**config.mk**
```make
export PLATFORM = sky130hd
export DESIGN_NAME = spu_dual_issue_router_flat
export DESIGN_NICKNAME = d
export VERILOG_FILES = /design/src/rtl/spu_dual_issue_router_pkg.sv /design/src/rtl/spu_dual_issue_router_if.sv /design/src/rtl/spu_dual_issue_router_pair_hazard_check.sv /design/src/rtl/spu_dual_issue_router.sv /design/src/flat_wrapper.sv
export SDC_FILE = /design/constraint.sdc
export NUM_CORES = 1
export LEC_CHECK = 0
export BUFFER_PORTS_ARGS = -buffer_cell sky130_fd_sc_hd__buf_2
export CAP_MARGIN = 20
export CORE_MARGIN = 1.5
export CORE_UTILIZATION = 30
export DETAILED_ROUTE_END_ITERATION = 10
export HOLD_SLACK_MARGIN = 0.03
export PLACE_DENSITY = 0.56
export SLEW_MARGIN = 15
export SYNTH_ARGS = -nofsm -noshare
export SYNTH_HDL_FRONTEND = slang
export SYNTH_SLANG_ARGS = --single-unit
```
**constraint.sdc**
```tcl
create_clock -name clock -period 3.6 [get_ports clock]
set_input_delay 0.72 -clock clock [delete_from_list [all_inputs] [get_ports clock]]
set_output_delay 0.72 -clock clock [all_outputs]
set_load 0.01 [all_outputs]
```
**src/rtl/spu_dual_issue_router_pkg.sv**
```systemverilog
`default_nettype none
// ============================================================================
// Module      : spu_dual_issue_router_pkg
// Description : Shared opcode, pipe-class and issue-record types plus the
//               opcode classification helpers used by the dual-issue router.
// Revision    : 1.0 - initial release
// ============================================================================
package spu_dual_issue_router_pkg;

    localparam int SPU_REG_W = 7;
    localparam int SPU_IMM_W = 18;
    localparam int SPU_OP_W  = 7;

    typedef enum logic [SPU_OP_W-1:0] {
        OP_ILLEGAL                = 7'd0,
        OP_ADD_WORD               = 7'd1,
        OP_AND                    = 7'd13,
        OP_OR                     = 7'd17,
        OP_MULTIPLY               = 7'd57,
        OP_LOAD_QUADWORD_AFORM    = 7'd81,
        OP_STOP_AND_SIGNAL        = 7'd92,
        OP_NO_OPERATION_EXECUTE   = 7'd93,
        OP_NO_OPERATION_LOAD      = 7'd94
    } spu_opcode_e;

    typedef enum logic {
        PIPE_EVEN = 1'b0,
        PIPE_ODD  = 1'b1
    } spu_pipe_e;

    typedef enum logic [1:0] {
        ST_ACCEPT = 2'd0,
        ST_SECOND = 2'd1,
        ST_HALT   = 2'd2
    } router_state_e;

    typedef struct packed {
        logic [SPU_OP_W-1:0]  op;
        logic [SPU_REG_W-1:0] rt;
        logic [SPU_REG_W-1:0] ra;
        logic [SPU_REG_W-1:0] rb;
        logic [SPU_REG_W-1:0] rc;
        logic [SPU_IMM_W-1:0] imm;
        logic [3:0]           src;   // {ra, rb, rc, rt-as-source}
    } issue_rec_t;

    // Undefined encodings are issued as an even-pipe no-op.
    function automatic logic [SPU_OP_W-1:0] legal_op(input logic [SPU_OP_W-1:0] op);
        if (op >= 7'd1 && op <= 7'd94) begin
            return op;
        end
        return OP_NO_OPERATION_EXECUTE;
    endfunction

    function automatic spu_pipe_e pipe_of(input logic [SPU_OP_W-1:0] op);
        if (op == 7'd27 || op == 7'd28 || (op >= 7'd67 && op <= 7'd92) || op == 7'd94) begin
            return PIPE_ODD;
        end
        return PIPE_EVEN;
    endfunction

    function automatic logic writes_rt(input logic [SPU_OP_W-1:0] op);
        return !((op >= 7'd82 && op <= 7'd85) || (op >= 7'd88 && op <= 7'd94)) &&
               (op >= 7'd1 && op <= 7'd94);
    endfunction

    function automatic logic is_branch(input logic [SPU_OP_W-1:0] op);
        return (op >= 7'd84 && op <= 7'd91);
    endfunction

    function automatic logic is_stop(input logic [SPU_OP_W-1:0] op);
        return (op == OP_STOP_AND_SIGNAL);
    endfunction

endpackage
`default_nettype wire

```
**src/rtl/spu_dual_issue_router_if.sv**
```systemverilog
`default_nettype none
// ============================================================================
// Module      : spu_dual_issue_router_if
// Description : Decoder-to-issue pair bus and even/odd pipe issue bus.
// Revision    : 1.0 - initial release
// ============================================================================
interface spu_dual_issue_router_if #(
    parameter int REG_W = 7,
    parameter int IMM_W = 18,
    parameter int OP_W  = 7
);
    logic             flush;
    logic             out_stall;
    logic             in_valid;
    logic             in_ready;
    logic             in0_v,   in1_v;
    logic [OP_W-1:0]  in0_op,  in1_op;
    logic [REG_W-1:0] in0_rt,  in1_rt;
    logic [REG_W-1:0] in0_ra,  in1_ra;
    logic [REG_W-1:0] in0_rb,  in1_rb;
    logic [REG_W-1:0] in0_rc,  in1_rc;
    logic [3:0]       in0_src, in1_src;
    logic [IMM_W-1:0] in0_imm, in1_imm;

    logic             even_valid, odd_valid;
    logic [OP_W-1:0]  even_op,  odd_op;
    logic [REG_W-1:0] even_rt,  odd_rt;
    logic [REG_W-1:0] even_ra,  odd_ra;
    logic [REG_W-1:0] even_rb,  odd_rb;
    logic [REG_W-1:0] even_rc,  odd_rc;
    logic [IMM_W-1:0] even_imm, odd_imm;
    logic [3:0]       even_src, odd_src;
    logic             halted;

    modport master (
        output flush, out_stall, in_valid,
        output in0_v, in0_op, in0_rt, in0_ra, in0_rb, in0_rc, in0_src, in0_imm,
        output in1_v, in1_op, in1_rt, in1_ra, in1_rb, in1_rc, in1_src, in1_imm,
        input  in_ready, halted,
        input  even_valid, even_op, even_rt, even_ra, even_rb, even_rc, even_imm, even_src,
        input  odd_valid,  odd_op,  odd_rt,  odd_ra,  odd_rb,  odd_rc,  odd_imm,  odd_src
    );

    modport slave (
        input  flush, out_stall, in_valid,
        input  in0_v, in0_op, in0_rt, in0_ra, in0_rb, in0_rc, in0_src, in0_imm,
        input  in1_v, in1_op, in1_rt, in1_ra, in1_rb, in1_rc, in1_src, in1_imm,
        output in_ready, halted,
        output even_valid, even_op, even_rt, even_ra, even_rb, even_rc, even_imm, even_src,
        output odd_valid,  odd_op,  odd_rt,  odd_ra,  odd_rb,  odd_rc,  odd_imm,  odd_src
    );
endinterface
`default_nettype wire

```
**src/rtl/spu_dual_issue_router_pair_hazard_check.sv**
```systemverilog
`default_nettype none
// ============================================================================
// Module      : spu_pair_hazard_check
// Description : Combinational pair classifier: pipe class per slot and
//               whether the older/younger pair may issue together.
// Revision    : 1.0 - initial release
// ============================================================================
module spu_pair_hazard_check
    import spu_dual_issue_router_pkg::*;
(
    input  issue_rec_t i_rec0,
    input  issue_rec_t i_rec1,
    output logic       o_dual_ok,
    output spu_pipe_e  o_pipe0,
    output spu_pipe_e  o_pipe1
);
    logic w_raw;
    logic w_waw;
    logic w_unused;

    always_comb begin
        o_pipe0 = pipe_of(i_rec0.op);
        o_pipe1 = pipe_of(i_rec1.op);
        // Younger slot reads a field that the older slot is about to write.
        w_raw = writes_rt(i_rec0.op) &&
                ((i_rec1.src[3] && (i_rec1.ra == i_rec0.rt)) ||
                 (i_rec1.src[2] && (i_rec1.rb == i_rec0.rt)) ||
                 (i_rec1.src[1] && (i_rec1.rc == i_rec0.rt)) ||
                 (i_rec1.src[0] && (i_rec1.rt == i_rec0.rt)));
        w_waw = writes_rt(i_rec0.op) && writes_rt(i_rec1.op) && (i_rec0.rt == i_rec1.rt);
        o_dual_ok = (o_pipe0 != o_pipe1) && !w_raw && !w_waw &&
                    !is_branch(i_rec0.op) && !is_stop(i_rec0.op);
    end

    assign w_unused = ^{i_rec0.ra, i_rec0.rb, i_rec0.rc, i_rec0.imm, i_rec0.src, i_rec1.imm};

endmodule
`default_nettype wire

```
**src/rtl/spu_dual_issue_router.sv**
```systemverilog
`default_nettype none
// ============================================================================
// Module      : spu_dual_issue_router
// Description : Dual-issue stage routing an in-order instruction pair to the
//               even/odd pipes, serialising through a hold register.
// Revision    : 1.0 - initial release
// ============================================================================
module spu_dual_issue_router
    import spu_dual_issue_router_pkg::*;
#(
    parameter int REG_W = SPU_REG_W,
    parameter int IMM_W = SPU_IMM_W,
    parameter int OP_W  = SPU_OP_W
)(
    input  logic                   clock,
    input  logic                   reset,
    spu_dual_issue_router_if.slave bus
);
    if (REG_W != SPU_REG_W || IMM_W != SPU_IMM_W || OP_W != SPU_OP_W) begin : g_width_check
        $error("spu_dual_issue_router widths must match spu_dual_issue_router_pkg");
    end

    issue_rec_t    w_rec0, w_rec1;
    logic          w_dual_ok;
    spu_pipe_e     w_pipe0, w_pipe1;
    logic          w_in_ready, w_accept;
    logic          w_iss0_v, w_iss1_v;
    issue_rec_t    w_iss0, w_iss1;
    spu_pipe_e     w_iss0_pipe, w_iss1_pipe;
    router_state_e w_next_state;
    issue_rec_t    w_next_hold;

    router_state_e state_q, state_d;
    issue_rec_t    hold_q, hold_d, even_q, even_d, odd_q, odd_d;
    logic          even_valid_q, even_valid_d, odd_valid_q, odd_valid_d;
    logic          halted_q, halted_d;

    always_comb begin
        w_rec0 = '{op: legal_op(bus.in0_op), rt: bus.in0_rt, ra: bus.in0_ra, rb: bus.in0_rb,
                   rc: bus.in0_rc, imm: bus.in0_imm, src: bus.in0_src};
        w_rec1 = '{op: legal_op(bus.in1_op), rt: bus.in1_rt, ra: bus.in1_ra, rb: bus.in1_rb,
                   rc: bus.in1_rc, imm: bus.in1_imm, src: bus.in1_src};
    end

    spu_pair_hazard_check u_hazard (
        .i_rec0    (w_rec0),
        .i_rec1    (w_rec1),
        .o_dual_ok (w_dual_ok),
        .o_pipe0   (w_pipe0),
        .o_pipe1   (w_pipe1)
    );

    assign w_in_ready = !reset && (state_q == ST_ACCEPT) && !bus.out_stall && !halted_q;
    assign w_accept   = bus.in_valid && w_in_ready && !bus.flush;

    // What would issue on an unstalled, unflushed edge.
    always_comb begin
        w_iss0_v     = 1'b0;
        w_iss1_v     = 1'b0;
        w_iss0       = w_rec0;
        w_iss1       = w_rec1;
        w_iss0_pipe  = w_pipe0;
        w_iss1_pipe  = w_pipe1;
        w_next_state = state_q;
        w_next_hold  = hold_q;
        if (state_q == ST_SECOND) begin
            w_iss0_v     = 1'b1;
            w_iss0       = hold_q;
            w_iss0_pipe  = pipe_of(hold_q.op);
            w_next_state = ST_ACCEPT;
            w_next_hold  = '0;
        end else if (w_accept) begin
            if (bus.in0_v && bus.in1_v && !w_dual_ok) begin
                w_iss0_v = 1'b1;
                if (!is_stop(w_rec0.op)) begin
                    w_next_hold  = w_rec1;
                    w_next_state = ST_SECOND;
                end
            end else begin
                w_iss0_v = bus.in0_v;
                w_iss1_v = bus.in1_v;
            end
        end
        if ((w_iss0_v && is_stop(w_iss0.op)) || (w_iss1_v && is_stop(w_iss1.op))) begin
            w_next_state = ST_HALT;
        end
    end

    always_comb begin
        state_d      = state_q;
        hold_d       = hold_q;
        even_d       = even_q;
        odd_d        = odd_q;
        even_valid_d = even_valid_q;
        odd_valid_d  = odd_valid_q;
        halted_d     = halted_q;
        if (bus.flush) begin
            even_valid_d = 1'b0;
            odd_valid_d  = 1'b0;
            if (state_q != ST_HALT) begin
                state_d = ST_ACCEPT;
                hold_d  = '0;
            end
        end else if (!bus.out_stall) begin
            even_valid_d = 1'b0;
            odd_valid_d  = 1'b0;
            state_d      = w_next_state;
            hold_d       = w_next_hold;
            if (w_iss0_v) begin
                if (w_iss0_pipe == PIPE_ODD) begin
                    odd_valid_d = 1'b1;
                    odd_d       = w_iss0;
                end else begin
                    even_valid_d = 1'b1;
                    even_d       = w_iss0;
                end
            end
            if (w_iss1_v) begin
                if (w_iss1_pipe == PIPE_ODD) begin
                    odd_valid_d = 1'b1;
                    odd_d       = w_iss1;
                end else begin
                    even_valid_d = 1'b1;
                    even_d       = w_iss1;
                end
            end
            if (w_next_state == ST_HALT) begin
                halted_d = 1'b1;
            end
        end
    end

    always_ff @(posedge clock) begin
        if (reset) begin
            state_q      <= ST_ACCEPT;
            hold_q       <= '0;
            even_q       <= '0;
            odd_q        <= '0;
            even_valid_q <= 1'b0;
            odd_valid_q  <= 1'b0;
            halted_q     <= 1'b0;
        end else begin
            state_q      <= state_d;
            hold_q       <= hold_d;
            even_q       <= even_d;
            odd_q        <= odd_d;
            even_valid_q <= even_valid_d;
            odd_valid_q  <= odd_valid_d;
            halted_q     <= halted_d;
        end
    end

    assign bus.in_ready   = w_in_ready;
    assign bus.halted     = halted_q;
    assign bus.even_valid = even_valid_q;
    assign bus.even_op    = even_q.op;
    assign bus.even_rt    = even_q.rt;
    assign bus.even_ra    = even_q.ra;
    assign bus.even_rb    = even_q.rb;
    assign bus.even_rc    = even_q.rc;
    assign bus.even_imm   = even_q.imm;
    assign bus.even_src   = even_q.src;
    assign bus.odd_valid  = odd_valid_q;
    assign bus.odd_op     = odd_q.op;
    assign bus.odd_rt     = odd_q.rt;
    assign bus.odd_ra     = odd_q.ra;
    assign bus.odd_rb     = odd_q.rb;
    assign bus.odd_rc     = odd_q.rc;
    assign bus.odd_imm    = odd_q.imm;
    assign bus.odd_src    = odd_q.src;

endmodule
`default_nettype wire

```
**src/flat_wrapper.sv**
```systemverilog
// flat-port wrapper written by rule: the top's interface ports become plain ports
module spu_dual_issue_router_flat import spu_dual_issue_router_pkg::*;
#(
    parameter int REG_W = SPU_REG_W,
    parameter int IMM_W = SPU_IMM_W,
    parameter int OP_W  = SPU_OP_W
)
  (clock, reset, bus_flush, bus_out_stall, bus_in_valid, bus_in0_v, bus_in0_op, bus_in0_rt, bus_in0_ra, bus_in0_rb, bus_in0_rc, bus_in0_src, bus_in0_imm, bus_in1_v, bus_in1_op, bus_in1_rt, bus_in1_ra, bus_in1_rb, bus_in1_rc, bus_in1_src, bus_in1_imm, bus_in_ready, bus_halted, bus_even_valid, bus_even_op, bus_even_rt, bus_even_ra, bus_even_rb, bus_even_rc, bus_even_imm, bus_even_src, bus_odd_valid, bus_odd_op, bus_odd_rt, bus_odd_ra, bus_odd_rb, bus_odd_rc, bus_odd_imm, bus_odd_src);
  spu_dual_issue_router_if #(.REG_W(REG_W), .IMM_W(IMM_W), .OP_W(OP_W)) bus_i ();
  input  logic clock;
  input  logic reset;
  input wire logic [$bits(bus_i.flush)-1:0] bus_flush;
  input wire logic [$bits(bus_i.out_stall)-1:0] bus_out_stall;
  input wire logic [$bits(bus_i.in_valid)-1:0] bus_in_valid;
  input wire logic [$bits(bus_i.in0_v)-1:0] bus_in0_v;
  input wire logic [$bits(bus_i.in0_op)-1:0] bus_in0_op;
  input wire logic [$bits(bus_i.in0_rt)-1:0] bus_in0_rt;
  input wire logic [$bits(bus_i.in0_ra)-1:0] bus_in0_ra;
  input wire logic [$bits(bus_i.in0_rb)-1:0] bus_in0_rb;
  input wire logic [$bits(bus_i.in0_rc)-1:0] bus_in0_rc;
  input wire logic [$bits(bus_i.in0_src)-1:0] bus_in0_src;
  input wire logic [$bits(bus_i.in0_imm)-1:0] bus_in0_imm;
  input wire logic [$bits(bus_i.in1_v)-1:0] bus_in1_v;
  input wire logic [$bits(bus_i.in1_op)-1:0] bus_in1_op;
  input wire logic [$bits(bus_i.in1_rt)-1:0] bus_in1_rt;
  input wire logic [$bits(bus_i.in1_ra)-1:0] bus_in1_ra;
  input wire logic [$bits(bus_i.in1_rb)-1:0] bus_in1_rb;
  input wire logic [$bits(bus_i.in1_rc)-1:0] bus_in1_rc;
  input wire logic [$bits(bus_i.in1_src)-1:0] bus_in1_src;
  input wire logic [$bits(bus_i.in1_imm)-1:0] bus_in1_imm;
  output wire logic [$bits(bus_i.in_ready)-1:0] bus_in_ready;
  output wire logic [$bits(bus_i.halted)-1:0] bus_halted;
  output wire logic [$bits(bus_i.even_valid)-1:0] bus_even_valid;
  output wire logic [$bits(bus_i.even_op)-1:0] bus_even_op;
  output wire logic [$bits(bus_i.even_rt)-1:0] bus_even_rt;
  output wire logic [$bits(bus_i.even_ra)-1:0] bus_even_ra;
  output wire logic [$bits(bus_i.even_rb)-1:0] bus_even_rb;
  output wire logic [$bits(bus_i.even_rc)-1:0] bus_even_rc;
  output wire logic [$bits(bus_i.even_imm)-1:0] bus_even_imm;
  output wire logic [$bits(bus_i.even_src)-1:0] bus_even_src;
  output wire logic [$bits(bus_i.odd_valid)-1:0] bus_odd_valid;
  output wire logic [$bits(bus_i.odd_op)-1:0] bus_odd_op;
  output wire logic [$bits(bus_i.odd_rt)-1:0] bus_odd_rt;
  output wire logic [$bits(bus_i.odd_ra)-1:0] bus_odd_ra;
  output wire logic [$bits(bus_i.odd_rb)-1:0] bus_odd_rb;
  output wire logic [$bits(bus_i.odd_rc)-1:0] bus_odd_rc;
  output wire logic [$bits(bus_i.odd_imm)-1:0] bus_odd_imm;
  output wire logic [$bits(bus_i.odd_src)-1:0] bus_odd_src;
  assign bus_i.flush = bus_flush;
  assign bus_i.out_stall = bus_out_stall;
  assign bus_i.in_valid = bus_in_valid;
  assign bus_i.in0_v = bus_in0_v;
  assign bus_i.in0_op = bus_in0_op;
  assign bus_i.in0_rt = bus_in0_rt;
  assign bus_i.in0_ra = bus_in0_ra;
  assign bus_i.in0_rb = bus_in0_rb;
  assign bus_i.in0_rc = bus_in0_rc;
  assign bus_i.in0_src = bus_in0_src;
  assign bus_i.in0_imm = bus_in0_imm;
  assign bus_i.in1_v = bus_in1_v;
  assign bus_i.in1_op = bus_in1_op;
  assign bus_i.in1_rt = bus_in1_rt;
  assign bus_i.in1_ra = bus_in1_ra;
  assign bus_i.in1_rb = bus_in1_rb;
  assign bus_i.in1_rc = bus_in1_rc;
  assign bus_i.in1_src = bus_in1_src;
  assign bus_i.in1_imm = bus_in1_imm;
  assign bus_in_ready = bus_i.in_ready;
  assign bus_halted = bus_i.halted;
  assign bus_even_valid = bus_i.even_valid;
  assign bus_even_op = bus_i.even_op;
  assign bus_even_rt = bus_i.even_rt;
  assign bus_even_ra = bus_i.even_ra;
  assign bus_even_rb = bus_i.even_rb;
  assign bus_even_rc = bus_i.even_rc;
  assign bus_even_imm = bus_i.even_imm;
  assign bus_even_src = bus_i.even_src;
  assign bus_odd_valid = bus_i.odd_valid;
  assign bus_odd_op = bus_i.odd_op;
  assign bus_odd_rt = bus_i.odd_rt;
  assign bus_odd_ra = bus_i.odd_ra;
  assign bus_odd_rb = bus_i.odd_rb;
  assign bus_odd_rc = bus_i.odd_rc;
  assign bus_odd_imm = bus_i.odd_imm;
  assign bus_odd_src = bus_i.odd_src;
  spu_dual_issue_router #(.REG_W(REG_W), .IMM_W(IMM_W), .OP_W(OP_W)) u_core (.clock(clock), .reset(reset), .bus(bus_i));
endmodule
```
# After elaboration in Yosys (flattened, before gate mapping)
# Cells that the tools add are included.
[totals] input_bits=121 reg_bits=176 output_inout_bits=118
[op_classes] n_lt_le_gt_ge=22 n_reduce_logical=68 n_mux=55 bitwise_logic=2 eq_ne=24
[ops] op="$mux 57" n=16
[ops] op="$le 7x7->1 const B" n=10
[ops] op="$ge 7x7->1 const B" n=8
[ops] op="$eq 7x5->1 const B" n=6
[ops] op="$eq 7x7->1 const B" n=6
[ops] op="$eq 7x7->1" n=5
[ops] op="$logic_and 1x1->1" n=34
[ops] op="$ge 7x1->1 const B" n=4
[ops] op="$mux 7" n=4
[ops] op="$mux 1" n=27
[ops] op="$mux 2" n=8
[ops] op="$logic_or 1x1->1" n=15
[ops] op="$logic_not 1->1" n=11
[ops] op="$reduce_bool 3->1" n=2
[ops] op="$reduce_and 5->1" n=1
[ops] op="$ne 2x2->1 const B" n=2
[ops] op="$reduce_and 2->1" n=2
[ops] op="$ne 3x2->1 const B" n=1
[ops] op="$reduce_and 3->1" n=1
[ops] op="$eq 2x1->1 const B" n=1
[ops] op="$eq 2x2->1 const B" n=1
[ops] op="$logic_not 2->1" n=1
[ops] op="$ne 2x1->1 const B" n=1
[ops] op="$not 1->1" n=2
[ops] op="other kinds (2)" n=2

# Depth between registers and ports, before layout
# Gate-level depths: netlist of run 1.
[logic_depth] ltp_word=25 ltp_mapped=11

# Modules after synthesis
# A second synthesis of run 1 with hierarchy kept.
[hier_totals] hier_cells=1156 area_unflattened_um2=9116.2
[modules_own_cells] module="spu_dual_issue_router" cells_per_inst=1074 area_each_um2=8526.9 n_inst=1 seq_area_each_um2=3523.4
[modules_own_cells] module="spu_pair_hazard_check" cells_per_inst=82 area_each_um2=589.3 n_inst=1 seq_area_each_um2=0.0

# Least setup slack after synthesis of run 1
# No wires, ideal clock.
[synth_path] kind="input to register" from="in bus_in1_op[4]" to="reg u_core.hold_q[0] (netlist name)" arrival_time_ns=2.785 setup_ns=0.059 slack_ns=0.756 stages=11 path_cell_list="buf_2 -> a21oi_1 -> a41o_1 -> a311oi_4 -> xnor2_1 -> and2_1 -> o22ai_2 -> o31ai_1 -> buf_2 -> buf_2 -> a22o_1"
[synth_via] elab_chain_cells=19
[synth_lines] item="start, declared" line="flat_wrapper.sv:24" source="input wire logic [$bits(bus_i.in1_op)-1:0] bus_in1_op;"
[synth_lines] item="$ge 7x1->1 or $le 7x7->1 (tied branches)" line="spu_dual_issue_router_pkg.sv:49" source="if (op >= 7'd1 && op <= 7'd94) begin"
[synth_lines] item="$logic_and 1x1->1" line="spu_dual_issue_router_pkg.sv:49"
[synth_lines] item="$mux 1" line="spu_dual_issue_router_pkg.sv:49"
[synth_lines] item="$mux 7 (*)" line="spu_dual_issue_router_pkg.sv:52" source="return OP_NO_OPERATION_EXECUTE;"
[synth_lines] item="$ge 7x7->1 (tied with other cells)" line="spu_dual_issue_router_pkg.sv:56" source="if (op == 7'd27 || op == 7'd28 || (op >= 7'd67 && op <= 7'd92) || op == 7'd94) begin"
[synth_lines] item="$logic_and 1x1->1 (tied with other cells)" line="spu_dual_issue_router_pkg.sv:56"
[synth_lines] item="$logic_or 1x1->1 (on tied branches)" line="spu_dual_issue_router_pkg.sv:56, spu_dual_issue_router_pkg.sv:63"
[synth_lines] item="$logic_or 1x1->1 or $logic_not 1->1 (tied branches)" line="spu_dual_issue_router_pkg.sv:56, spu_dual_issue_router_pkg.sv:63"
[synth_lines] item="[... 2 more ...]"
[synth_lines] item="$ne 1x1->1 or $logic_and 1x1->1 (tied branches)" line="spu_dual_issue_router_pair_hazard_check.sv:31, spu_dual_issue_router_pair_hazard_check.sv:30"
[synth_lines] item="$logic_and 1x1->1 or $logic_not 1->1 (tied branches)" line="spu_dual_issue_router_pair_hazard_check.sv:31" source="o_dual_ok = (o_pipe0 != o_pipe1) && !w_raw && !w_waw &&"
[synth_lines] item="$logic_and 1x1->1 (*) (2 in a row)" line="spu_dual_issue_router_pair_hazard_check.sv:31"
[synth_lines] item="$logic_and 1x1->1 (*)" line="spu_dual_issue_router_pair_hazard_check.sv:32" source="!is_branch(i_rec0.op) && !is_stop(i_rec0.op);"
[synth_lines] item="$logic_not 1->1 (*)" line="spu_dual_issue_router.sv:73" source="if (bus.in0_v && bus.in1_v && !w_dual_ok) begin"
[synth_lines] item="$logic_and 1x1->1 (*)" line="spu_dual_issue_router.sv:73"
[synth_lines] item="$reduce_bool 3->1 (no line) (*)"
[synth_lines] item="$reduce_and 5->1 (no line) (*)"
[synth_lines] item="end signal, assigned" line="spu_dual_issue_router.sv:144" source="hold_q <= hold_d;"
[synth_lines] item="end, declared" line="spu_dual_issue_router.sv:34" source="issue_rec_t hold_q, hold_d, even_q, even_d, odd_q, odd_d;"
# Every way passes the cells marked *; elsewhere a longest branch is shown, timed or not. The select of a mux whose other input is x is not followed.
# A chain may end at the register's enable or synchronous reset.

# Final worst setup path of run 1
[layout_path] from="in bus_in1_op[3]" to="reg u_core.odd_q, in the netlist u_core.bus.odd_rc[0]"
[layout_via] elab_chain_cells=23
[layout_lines] item="$ge 7x1->1 or $le 7x7->1 (tied branches)" line="spu_dual_issue_router_pkg.sv:49"
[layout_lines] item="$logic_and 1x1->1" line="spu_dual_issue_router_pkg.sv:49"
[layout_lines] item="$mux 1" line="spu_dual_issue_router_pkg.sv:49"
[layout_lines] item="$mux 7 (*)" line="spu_dual_issue_router_pkg.sv:52"
[layout_lines] item="$ge 7x7->1 (tied with other cells)" line="spu_dual_issue_router_pkg.sv:56"
[layout_lines] item="$logic_and 1x1->1 (tied with other cells)" line="spu_dual_issue_router_pkg.sv:56"
[layout_lines] item="$logic_or 1x1->1 (on tied branches)" line="spu_dual_issue_router_pkg.sv:56, spu_dual_issue_router_pkg.sv:63"
[layout_lines] item="$logic_or 1x1->1 or $logic_not 1->1 (tied branches)" line="spu_dual_issue_router_pkg.sv:56, spu_dual_issue_router_pkg.sv:63"
[layout_lines] item="[... 7 more ...]"
[layout_lines] item="$logic_not 1->1" line="spu_dual_issue_router.sv:73"
[layout_lines] item="$logic_and 1x1->1" line="spu_dual_issue_router.sv:73"
[layout_lines] item="$mux 1" line="spu_dual_issue_router.sv:73"
[layout_lines] item="$mux 1" line="spu_dual_issue_router.sv:72" source="end else if (w_accept) begin"
[layout_lines] item="$mux 1" line="spu_dual_issue_router.sv:66" source="if (state_q == ST_SECOND) begin"
[layout_lines] item="$mux 57" line="spu_dual_issue_router.sv:109" source="if (w_iss0_v) begin"
[layout_lines] item="$mux 57" line="spu_dual_issue_router.sv:119" source="if (w_iss1_pipe == PIPE_ODD) begin"
[layout_lines] item="$mux 57 (*)" line="spu_dual_issue_router.sv:118" source="if (w_iss1_v) begin"
[layout_lines] item="end signal, assigned" line="spu_dual_issue_router.sv:138" source="odd_q <= '0;"
[layout_lines] item="end signal, assigned" line="spu_dual_issue_router.sv:146" source="odd_q <= odd_d;"
[layout_lines] item="end, declared" line="spu_dual_issue_router.sv:34"
# Marked as above.

==> results of run 1 <==
## area by class of cell
class / count / area [um^2]
Fill cell: 2877 / 17200
Multi-Input combinational cell: 668 / 4660
Sequential cell: 176 / 3520
Timing Repair Buffer: 259 / 1460
Tap cell: 378 / 473
Clock buffer: 19 / 453
Clock inverter: 13 / 173
Inverter: 9 / 33.8
Antenna cell: 2 / 5.00
## per-layer routing
| layer | wire (um) | up-vias | global-route usage, % |
|---|---|---|---|
| met5 | 0 | - | 0 |
| met3 | 1830 | 25 | 4.30 |
| met1 | 14200 | 3982 | 28.2 |
| li1 | - | 3976 | - |
| met4 | 429 | 0 | 6.05 |
| met2 | 14200 | 269 | 33.4 |
## power by group through the flow
stage	Clock, uW	Sequential (uW)	Combinational, uW
2_1_floorplan	0	2020	238
3_3_place_gp	0	2020	443
3_5_place_dp	0	2020	445
4_1_cts	2040	1970	447
5_1_grt	2130	1970	488
6_report	2010	1970	445
## stage by stage
step | hold WS [ns] | area [um^2]
floorplan | 0.442 | 8560
global placement | 0.455 | 10200
detailed placement | 0.453 | 10200
CTS | 0.476 | 10800
global route | 0.491 | 10800
finish | 0.473 | 10800
## final timing paths
check / start / to / cells after the start / slack (ns)
hold / removal: u_core.hold_q[26] / u_core.hold_q[26] / 1 / 0.47
hold reg to reg: u_core.hold_q[26] / u_core.hold_q[26] / 1 / 0.47
setup / recovery: bus_in1_op[3] / u_core.bus.odd_rc[0] / 10 / 0.82
setup reg to reg: u_core.state_q[1] / u_core.bus.odd_rc[0] / 8 / 0.89
## cell usage after synthesis (2+ instances only)
master / n / area, um^2
buf_2: 35 / 175
or2_2: 3 / 18.8
and2_1: 2 / 12.5
nor4_1: 5 / 31.3
o221a_1: 48 / 541
a31o_2: 2 / 17.5
buf_4: 2 / 15.0
nand4_1: 7 / 43.8
o211ai_1: 54 / 405
nand2_1: 15 / 56.3
nand2b_1: 6 / 37.5
a31oi_1: 7 / 43.8
clkbuf_1: 52 / 195
o21a_1: 3 / 22.5
nor2_1: 127 / 477
o21ai_0: 22 / 110
mux2i_1: 51 / 510
o31ai_1: 2 / 15.0
nor3_1: 5 / 25.0
xnor2_1: 29 / 254
a211oi_1: 55 / 413
o2111ai_1: 2 / 17.5
buf_1: 10 / 37.5
inv_1: 8 / 30.0
nor2b_1: 7 / 43.8
a22o_1: 53 / 464
nor3b_1: 4 / 30.0
nand3_1: 57 / 285
o2bb2ai_1: 4 / 35.0
dfxtp_1: 176 / 3520
o211ai_2: 2 / 25.0
a21oi_1: 66 / 330
xor2_1: 2 / 17.5
o221a_2: 10 / 113
o32ai_1: 4 / 35.0
## critical path, cell delays in order
cell      delay (ns)
buf_2           0.18
a21oi_1         0.09
a41o_1          0.23
a311oi_4        0.42
xnor2_1         0.16
and4b_1         0.28
o211ai_4        0.29
o21ai_4         0.24
buf_12          0.23
o221a_1         0.23
## cell families after synthesis
family	count (synthesis)
AOI/OAI and AO/OA	343
xor gates and xnor gates	31
and+or+nand+nor	243
buffers and inverters	108
DFF	176
muxes	51
==> run_results.csv, run 1 <==
group,metric,value,unit
status,status,"completed",
logic_synthesis,avgSynthCellArea,8.99,um^2
hold_path,min-delay-path-class,"flop to flop",
detailed_routing,first_pass_iters,5,
placed_design,hpwl,20.2,mm
pwr,pwr-share-seq,44.5,%
detailed_routing,wl_per_cell,20.1,um
timing,maxSlewHeadroom,43.1,%
die,fp.dieH,172,um
critical_path,path_class,"input port to flop",
finish,syn2layout_area_growth,25.9,%
cts,ctsHoldBuffers,0,
pwr,combPwrFrac,10.1,%
finish,post-route-util,38.6,%
grt,grt_max_degree,79,
cts,cts.path.max_buffers,2,
timing,setup_violations,0,
cts,cts_repair_resize_count,0,
pwr,powerDensity,411,mW/mm^2
pwr,swShare,26.2,%
detailed_routing,postRouteAntennaNets,0,
logic_synthesis,seq_area_frac_synth,41.1,%
cts,clock_latency,0.43,ns
pwr,switchingPower,1160,uW
grt,track_usage,20.9,%
finish,layout_common_cells,"238 x buf_2, 176 x dfxtp_1, 125 x nor2_1, 66 x a21oi_1, 57 x nand3_1",
die,die_w,172,um
grt,grt_pass1_wl,47.3,mm
logic_synthesis,muxShareOfSynthArea,5.96,%
logic_synthesis,yosys_warnings,0,
logic_synthesis,synthAdderAreaFrac,0,%
logic_synthesis,syn_area,0.00856,mm^2
logic_synthesis,synth_compound_area_share,31.4,%
timing,fin_skew,0.0126,ns
cts,clk_pin_slew,0.06,ns
die,pin_count,239,
logic_synthesis,async_reset_ff_share,0,%
cts,cts_max_level,4,
placed_design,post-place-cells,1490,
die,die_area,0.0296,mm^2
timing,worst_slew_pin_slew,0.854,ns
finish,nNetsFinal,1252,
logic_synthesis,synth_cell_types,50,
finish,final_common_cell,"buf_2",
pwr,power.internal,3270,uW
logic_synthesis,synth-simple-area-share,12.9,%
timing,finalCritPeriodShare,77.3,%
placed_design,port_buffers,238,
timing,timing.fmax,359,MHz
timing,hold_viol,0,
flow_run,drv_cap,0,
cts,cts_buffers,17,
critical_path,cp.required,3.92,ns
finish,instances_no_fill,1524,
cts,post_cts_buffers,0,
detailed_routing,vias,8252,
logic_synthesis,syn_nets,1073,
die,start_util,30.7,%
grt,grt_pass1_vias,8016,
critical_path,end_kind,"flop",
timing,period_needed,2.78,ns
pwr,pwr-share-clk,45.4,%
logic_synthesis,synthFlopType,"dfxtp_1",
detailed_routing,routed_via_density,5.41,
timing,fin_setup_tns,0,ns
logic_synthesis,synth_seq_cells,176,
grt,overflow,0,
timing,rsz0062_at_grt,"no",
cts,clockRootBuffer,"clkbuf_16",
logic_synthesis,synth-xor-area-share,3.17,%
logic_synthesis,synthCells,952,
logic_synthesis,synth_top_family_by_area,"compound AO/OA/AOI/OAI gates",
finish,largest_reg_flops,57,
pwr,finalPower,4430,uW
critical_path,start_kind,"input port",
pwr,p_leak,0.00450,uW
placed_design,dp_slack,0.401,ns
pwr,worst_ir_drop_vdd,0.314,mV
timing,timing.final.ws_setup,0.817,ns
timing,drv_slew,0,
detailed_routing,drt_iter0_markers,558,
placed_design,place_congestion,0.816,
detailed_routing,drc,0,
cts,cts_tree,"built",
die,rows,61,
die,core,0.0279,mm^2
logic_synthesis,synth_edf_count,0,
grt,antenna_found_initial,1,
detailed_routing,wl,30.7,mm
finish,drive_above_1_share,27.9,%
cts,cts_sinks,176,
critical_path,path_max_fanout,22,
finish,regMostFlops,"u_core.hold_q",
critical_path,arrival,3.10,ns
(Power assumes the default switching activity.)
==> inputs of run 2 (changes only) <==
ABC_AREA = 1   (was default)
clock period = 2.46 ns   (was 3.6 ns; I/O delays follow)
==> run 2 against run 1 <==
  * Final area up 25%
  * Utilization grew 0.27 points
  * Critical path depth grew 10
  * Sequential power is 52% higher
  * Hold slack lost 0.13 ns
  * Final cell count up 61%
  * Die area increased by 24%
  * Highest routed layer is now met5
  * Routed wire length grew 48%
==> run_results.csv, run 2 <==
group,metric,value,unit
status,status,"completed",
pwr,powerDensity,522,mW/mm^2
cts,cts_buffers,17,
finish,largest_reg_flops,57,
detailed_routing,routed_via_density,5.23,
cts,cts_sinks,176,
logic_synthesis,synth_seq_cells,176,
cts,clk_pin_slew,0.08,ns
die,pin_count,239,
timing,hold_viol,0,
logic_synthesis,yosysMostFrequentCell,"nand2_1",
die,core,0.0348,mm^2
logic_synthesis,async_reset_ff_share,0,%
pwr,switchingPower,2110,uW
timing,finalCritPeriodShare,90.6,%
grt,overflow,0,
critical_path,arrival,2.52,ns
logic_synthesis,yosys_warnings,0,
cts,post_cts_buffers,0,
cts,cts_repair_resize_count,0,
detailed_routing,wl,45.3,mm
cts,clockRootBuffer,"clkbuf_16",
cts,cts_tree,"built",
critical_path,cp.required,2.75,ns
pwr,p_leak,0.00608,uW
flow_run,drv_cap,0,
pwr,power.internal,4950,uW
detailed_routing,first_pass_iters,5,
finish,nNetsFinal,2104,
timing,maxSlewHeadroom,50.4,%
finish,drive_above_1_share,21.2,%
cts,clock_latency,0.44,ns
grt,grt_max_degree,119,
detailed_routing,wl_per_cell,18.4,um
pwr,pwr-share-seq,42.3,%
die,die_w,192,um
logic_synthesis,synthFlopType,"dfxtp_1",
finish,final_common_cell,"nand2_1",
logic_synthesis,syn_area,0.0107,mm^2
pwr,combPwrFrac,15.7,%
pwr,pwr-share-clk,41.9,%
cts,cts_max_level,4,
cts,ctsHoldBuffers,0,
pwr,worst_ir_drop_vdd,0.505,mV
logic_synthesis,seq_area_frac_synth,32.9,%
die,fp.dieH,192,um
timing,fin_setup_tns,0,ns
timing,worst_slew_pin_slew,0.744,ns
logic_synthesis,synthCells,1759,
logic_synthesis,netlist.area_leader.share,32.9,%
logic_synthesis,yosys.area.top_type,"dfxtp_1",
die,start_util,30.7,%
pwr,swShare,29.9,%
timing,timing.fmax,449,MHz
die,rows,68,
grt,grt_pass1_vias,12226,
logic_synthesis,synth_cell_types,36,
timing,fin_skew,0.0138,ns
timing,hold_ws,0.341,ns
finish,final.fill_count,3736,
finish,regMostFlops,"u_core.hold_q",
logic_synthesis,synth_edf_count,0,
detailed_routing,drt_iter0_markers,1305,
timing,setup_violations,0,
detailed_routing,postRouteAntennaNets,0,
placed_design,port_buffers,238,
placed_design,place_congestion,0.894,
logic_synthesis,avgSynthCellArea,6.08,um^2
timing,period_needed,2.23,ns
hold_path,min-delay-path-class,"input port to flop",
logic_synthesis,synth.area.top_cells,"dfxtp_1 33%, nand2_1 19%, a21oi_1 11%, nand3_1 8.7%, nor2_1 4.7%",
critical_path,start_kind,"input port",
grt,grt_pass1_wl,70.0,mm
placed_design,hpwl,30.2,mm
logic_synthesis,synth_common_cells,"531 x nand2_1, 236 x a21oi_1, 187 x nand3_1",
logic_synthesis,syn_nets,1880,
detailed_routing,drc,0,
finish,layout_common_cells,"530 x nand2_1, 237 x buf_2, 236 x a21oi_1, 187 x nand3_1, 176 x dfxtp_1",
critical_path,end_kind,"flop",
timing,drv_slew,0,
grt,antenna_found_initial,5,
critical_path,path_class,"input port to flop",
critical_path,path_max_fanout,21,
grt,track_usage,24.5,%
timing,rsz0062_at_grt,"no",
die,die_area,0.0368,mm^2
cts,cts.path.max_buffers,2,
finish,syn2layout_area_growth,26.4,%
detailed_routing,vias,12841,
-- run 2: changes by cell type in the layout (fill, tap and decap cells not counted), sizes merged, moves of 21 or more --
cell / before / now
buf: 259 / 344
nand2: 15 / 539
xnor2: 29 / 8
nand4: 7 / 60
o211ai: 56 / 0
mux2i: 51 / 0
a21oi: 66 / 238
a211oi: 56 / 0
a22o: 53 / 0
o21ai: 23 / 94
o221a: 58 / 0
nor3: 5 / 61
inv: 14 / 110
nand3: 57 / 191
-- run 2: layer usage --
layer | vias up | global-route usage (%) | share of wire, %
met5 | - | 0 | 0.015
met4 | 2 | 7.75 | 1.9
met3 | 57 | 5.44 | 9.0
met2 | 579 | 38.8 | 45
met1 | 5938 | 32.8 | 44
li1 | 6265 | - | -
-- run 2: final timing paths --
path,startpoint,to,slack [ns],cells after the start
min,bus_in1_imm[13],u_core.hold_q[17],0.34,3
max reg2reg,u_core.state_q[1],u_core.hold_q[36],0.32,9
min reg2reg,u_core.bus.halted,u_core.bus.halted,0.47,2
max,bus_in0_rt[0],u_core.bus.even_imm[2],0.23,20
-- run 2: cells by family (layout without fill, tap and decap cells) --
logic type	count (synthesis)	after routing	synth area share (%)
buf+inv	243	480	9.67
xor+xnor	11	11	0.901
simple gates	993	993	40.3
compound gates	336	336	16.2
other cells	0	5	0
flops	176	176	32.9
-- run 2: cell type report --
type                            instances  area, um^2  area share (%)
Tap cell                              455         569            4.21
Clock buffer                           19         433            3.20
Antenna cell                            5        12.5          0.0925
Clock inverter                         13         175            1.30
Multi-Input combinational cell       1340        6190            45.8
Inverter                              104         393            2.90
Sequential cell                       176        3520            26.0
Timing Repair Buffer                  344        2230            16.5
-- run 2: worst max-delay path: stages --
cell	delay [ns]
buf_2	0.13
inv_1	0.17
nand2_1	0.07
nand2_1	0.07
inv_1	0.04
nand2_1	0.05
nor2_1	0.05
nand2_1	0.05
nand2_1	0.05
nor2_1	0.18
nand2_1	0.12
nand2_2	0.10
nand3_4	0.09
nand2_4	0.12
nand3_4	0.14
inv_2	0.17
buf_12	0.20
nand2_1	0.07
nand3_1	0.07
a21oi_1	0.07
-- run 2: stage by stage --
stage	setup slack, ns	cells	area (um^2)	total power (uW)	utilization (%)
floorplan	0.388	1759	10700	3650	-
global placement	-0.187	2419	12900	4140	37.1
detailed placement	-0.219	2419	12900	4150	37.1
CTS	0.242	2451	13500	7110	38.8
global route	0.0295	2454	13500	7350	38.9
finish	0.231	2456	13500	7060	38.9
-- run 2: power groups by stage --
stage / Sequential (uW) / Clock (uW) / Combinational, uW
4_1_cts: 2990 / 3020 / 1100
3_5_place_dp: 3050 / 0 / 1100
6_report: 2990 / 2960 / 1110
2_1_floorplan: 3050 / 0 / 597
5_1_grt: 3000 / 3130 / 1220
3_3_place_gp: 3050 / 0 / 1090
